==> src/rtl/aes_sched_pkg.sv <==
// aes_sched_pkg: shared FSM states, AES-128 round constants and xtime helper.
package aes_sched_pkg;
  typedef enum logic [1:0] {IDLE, ROUND, HOLD} state_t;
  localparam int AES_NR = 10;
  localparam logic [7:0] RCON_INIT = 8'h01;
  localparam logic [7:0] RCON_WRAP = 8'h1b;
  function automatic logic [7:0] xtime(input logic [7:0] b);
    return {b[6:0], 1'b0} ^ (b[7] ? RCON_WRAP : 8'h00);
  endfunction
endpackage

==> src/rtl/aes_rr_arb.sv <==
// aes_rr_arb: 2-way round-robin grant; ties go to the requester not served last.
module aes_rr_arb (
  input  logic       clk,
  input  logic       rst,
  input  logic [1:0] valid,
  input  logic       take,
  output logic [1:0] grant,
  output logic       idx
);
  logic last;
  assign idx = valid[1] & (~valid[0] | ~last);
  assign grant = valid == 2'b00 ? 2'b00 : (idx ? 2'b10 : 2'b01);
  always_ff @(posedge clk or negedge rst)
    if (!rst) last <= 1'b1;
    else if (take) last <= idx;
endmodule

==> src/rtl/aes_round_sched.sv <==
// aes_round_sched: arbitrates two AES-128 requesters and sequences rounds
// through an external combinational round unit.
module aes_round_sched
  import aes_sched_pkg::*;
#(
  parameter int NUM_ROUNDS = AES_NR
) (
  input  logic         clk,
  input  logic         rst,
  input  logic         req0_valid,
  input  logic         req1_valid,
  output logic         req0_ready,
  output logic         req1_ready,
  input  logic [127:0] req0_key,
  input  logic [127:0] req1_key,
  input  logic [127:0] req0_data,
  input  logic [127:0] req1_data,
  output logic         rsp_valid,
  output logic         rsp_id,
  output logic [127:0] rsp_data,
  input  logic         rsp_ready,
  output logic [127:0] rnd_state,
  output logic [127:0] rnd_key,
  output logic [7:0]   rnd_rcon,
  output logic         rnd_final,
  input  logic [127:0] rnd_state_nxt,
  input  logic [127:0] rnd_key_nxt,
  output logic         busy
);
  localparam logic [3:0] LAST = 4'(NUM_ROUNDS);
  state_t fsm;
  logic [127:0] st, ky;
  logic [3:0] cnt;
  logic [7:0] rc;
  logic id, idx, take, idle;
  logic [1:0] grant;
  aes_rr_arb u_arb (
    .clk  (clk),
    .rst  (rst),
    .valid({req1_valid, req0_valid}),
    .take (take),
    .grant(grant),
    .idx  (idx)
  );
  // readys are held low while reset is asserted, even though the FSM sits in IDLE
  assign idle = rst && fsm == IDLE;
  assign take = idle && |grant;
  assign req0_ready = idle & grant[0];
  assign req1_ready = idle & grant[1];
  assign rnd_state = st;
  assign rnd_key = ky;
  assign rnd_rcon = rc;
  assign rnd_final = fsm == ROUND && cnt == LAST;
  assign rsp_valid = fsm == HOLD;
  assign rsp_id = id;
  assign rsp_data = st;
  assign busy = fsm != IDLE;
  always_ff @(posedge clk or negedge rst)
    if (!rst) begin
      fsm <= IDLE;
      st  <= '0;
      ky  <= '0;
      cnt <= '0;
      rc  <= '0;
      id  <= 1'b0;
    end else begin
      case (fsm)
        IDLE: if (take) begin
          st  <= idx ? req1_data ^ req1_key : req0_data ^ req0_key;
          ky  <= idx ? req1_key : req0_key;
          cnt <= 4'd1;
          rc  <= RCON_INIT;
          id  <= idx;
          fsm <= ROUND;
        end
        ROUND: begin
          st  <= rnd_state_nxt;
          ky  <= rnd_key_nxt;
          cnt <= cnt + 4'd1;
          rc  <= xtime(rc);
          fsm <= cnt == LAST ? HOLD : ROUND;
        end
        HOLD: if (rsp_ready) fsm <= IDLE;
        default: fsm <= IDLE;
      endcase
    end
endmodule

==> config.mk <==
export PLATFORM = sky130hd
export DESIGN_NAME = aes_round_sched
export DESIGN_NICKNAME = d
export VERILOG_FILES = /design/src/rtl/aes_sched_pkg.sv /design/src/rtl/aes_rr_arb.sv /design/src/rtl/aes_round_sched.sv
export SDC_FILE = /design/constraint.sdc
export NUM_CORES = 1
export LEC_CHECK = 0
export BUFFER_PORTS_ARGS = -buffer_cell sky130_fd_sc_hd__buf_4
export CORE_AREA = 5 5 455 457
export DETAILED_ROUTE_END_ITERATION = 7
export DIE_AREA = 0 0 460 462
export PLACE_DENSITY = 0.3
export SLEW_MARGIN = 20
export SYNTH_ARGS = -nofsm -noshare
export SYNTH_HDL_FRONTEND = slang
export SYNTH_HIERARCHICAL = 1
export SYNTH_SLANG_ARGS = --single-unit
==> constraint.sdc <==
create_clock -name clk -period 2.8 [get_ports clk]
set_input_delay 0.42 -clock clk [delete_from_list [all_inputs] [get_ports clk]]
set_output_delay 0.42 -clock clk [all_outputs]
set_load 0.05 [all_outputs]
==> out/summary.txt <==
worst setup path start: fsm[1]
total grt overflow: 0
Buffers on Ports: 1170
Mapped Area: 0.0190 sq mm
vias in the first global route: 18400
Post-Place Worst Slack: 238 ps
crit path launch type: flop
Starting Density: 0.0936
antenna violations before repair: 48
Via density: 3.18
CP Max Fanout: 6
GRT Total Usage: 0.124
Core Rows: 166
setup tns final: 0 ps
setup bufs post-CTS: 0
post-synthesis instance total: 1578
CTS tree: built
placed insts: 5287
Distinct cells, synth: 34
nets: 3434
status: complete, no violations
r2r startpoint: u_arb/last
total die area: 0.213 sq mm
Post-CTS Resized: 0
fmax: 393 MHz
DRT Wirelength: 140000 um
worst hold stages: 3
Fin Clk Skew: 32.8 ps
core area: 0.203 sq mm
share of layout cells above drive strength 1: 0.638
htree depth: 2
worst path required time: 2380 ps
Area contributors post-synth: dfrtp_1 (36%), mux2_2 (18%), xnor2_1 (12%), mux2_4 (7.0%), a221o_1 (6.7%)
endpoints failing setup: 0
Die X: 460 um
Synth area leader: dfrtp_1
Setup CP Type: reg2out
drt pass-1 iters: 5
Synth Warn #: 6
syn nets: 2353
clock sink count: 272
pwr dens: 1190 mW/mm^2
CTS buffer count: 44
final hold vios: 0
number of max-slew violations in the final report: 0
unrepaired setup endpoints after global routing: no
largest net degree at the start of global routing: 109
Top FF cell, synth: dfrtp_1
HP Start: rnd_state_nxt[77]
most common cell in the netlist: mux2_2
# Max-Cap Violations: 0
Async SR Flop Fraction: 1.00
P&R area growth vs syn: 69.6%
worst slew pin tran: 1070 ps
min Tclk post-route: 2550 ps
R2R depth: 6
Hold Path Class: in2reg
worst path arrival time: 2130 ps
Yosys top cell area share: 0.357
clk_lat worst skew: 630 ps
Leak: 14.2 nW
Slew HR: 0.284
die height: 462 um
clk buf depth: 3
first-pass GRT wire length: 178000 um
EDFF count, synth: 0
Detail Placement HPWL: 118000 um
post-DR wirelength/cell: 25.9 um
# DRC: 0
Synth Area per Inst: 12.0 sq um
post-synthesis sequential area ratio: 0.358
antenna-violating nets left: 0
Worst Setup Slack, final: 254 ps
VDD IR max: 0.667 mV
register bit total from synthesis: 272
Hold Buf Count CTS: 14
vias after detailed routing: 17100
synth cell count leaders: mux2_2 (296), dfrtp_1 (271), xnor2_1 (258)
# IOs: 1171
total power: 38.3 mW
final std cells w/o fill: 5396
Crit. End Element: output port
Root Driver: clkbuf_16
Clock transition at path regs: 60 ps
violation count after the first detailed-route iteration: 782
crit share post-route: 0.909
Placer Congestion: 0.816
==> power breakdown <==
| part | switching, mW | leakage, nW | internal, mW | total, mW |
|---|---|---|---|---|
| Clock | 2.39 | 0.750 | 3.66 | 6.05 |
| Combinational | 16.4 | 10.2 | 7.98 | 24.4 |
| Sequential | 1.98 | 3.20 | 5.89 | 7.86 |
| Total | 20.8 | 14.2 | 17.5 | 38.3 |
==> cell usage in the layout (no fill, tap or decap), types with 2 or more instances in the layout <==
| cell type | synthesis | routed |
|---|---|---|
| clkbuf_16 | 0 | 46 |
| nand3b_1 | 2 | 2 |
| dfrtp_1 | 271 | 271 |
| clkinv_2 | 0 | 6 |
| a221o_1 | 128 | 128 |
| xor2_1 | 4 | 4 |
| buf_12 | 0 | 22 |
| and3_1 | 2 | 2 |
| clkbuf_1 | 24 | 8 |
| mux2_4 | 89 | 89 |
| dlygate4sd3_1 | 0 | 14 |
| mux2_2 | 296 | 296 |
| diode_2 | 0 | 17 |
| and2_1 | 128 | 128 |
| buf_4 | 136 | 1231 |
| bufinv_16 | 0 | 4 |
| xnor2_1 | 258 | 258 |
| clkbuf_8 | 0 | 12 |
| a21boi_0 | 2 | 2 |
| mux2i_1 | 128 | 128 |
| a22o_1 | 8 | 8 |
| ha_1 | 2 | 2 |
| inv_1 | 5 | 5 |
| nor2_1 | 6 | 6 |
==> state kept, by name (all words and copies together), names as in the netlist <==
| register | flops |
|---|---|
| rnd_key | 128 |
| rnd_state | 128 |
| rnd_rcon | 8 |
| u_arb/last | 1 |
| cnt | 4 |
| fsm | 2 |
| rsp_id | 1 |
==> cells by family after synthesis <==
group           share of synthesized area
compound gates                     0.0749
simple gates                       0.0469
xor+xnor                            0.121
mux                                 0.314
buf+inv                            0.0843
flops                               0.358
fa+ha+maj                         0.00132
==> path summary, 6_finish.rpt <==
check / endpoint / slack [ps]
min in group asynchronous: rnd_key[61] / 420
setup / recovery: req0_ready / 250
hold reg to reg: rsp_id / 490
setup reg to reg: rnd_key[35] / 340
max in group asynchronous: rnd_state[106] / 1040
hold / removal: rnd_state[77] / 90
==> metrics by stage <==
step / util / hold slack (ps) / instance area (sq um)
2_1_floorplan: - / 124 / 19000
3_3_place_gp: 0.150 / 481 / 30500
3_5_place_dp: 0.150 / 480 / 30500
4_1_cts: 0.158 / 0.0414 / 32200
5_1_grt: 0.159 / 35.6 / 32200
6_report: 0.159 / 93.6 / 32200
==> per-layer routing <==
layer	global-route usage	vias to the layer above	part of all wire	wire length, um
li1	-	7725	-	-
met1	0.150	8432	0.42	57900
met2	0.208	841	0.47	65600
met3	0.0491	120	0.094	13100
met4	0.0263	28	0.020	2750
met5	0	-	0.0013	181
==> worst max-delay path, cell delays in order, from the launching register on <==
cell and delay, ps:
dfrtp_1 470, nor2_1 520, and3_1 290, buf_4 220
==> final cells by class <==
| cell class | count | area [sq um] |
|---|---|---|
| Clock buffer | 66 | 1350 |
| Antenna cell | 17 | 42.5 |
| Fill cell | 22900 | 171000 |
| Tap cell | 2688 | 3360 |
| Inverter | 5 | 18.8 |
| Clock inverter | 12 | 174 |
| Sequential cell | 272 | 6810 |
| Timing Repair Buffer | 1268 | 9840 |
| Multi-Input combinational cell | 1068 | 10600 |
Note: power is estimated with default switching activity, not from simulation.
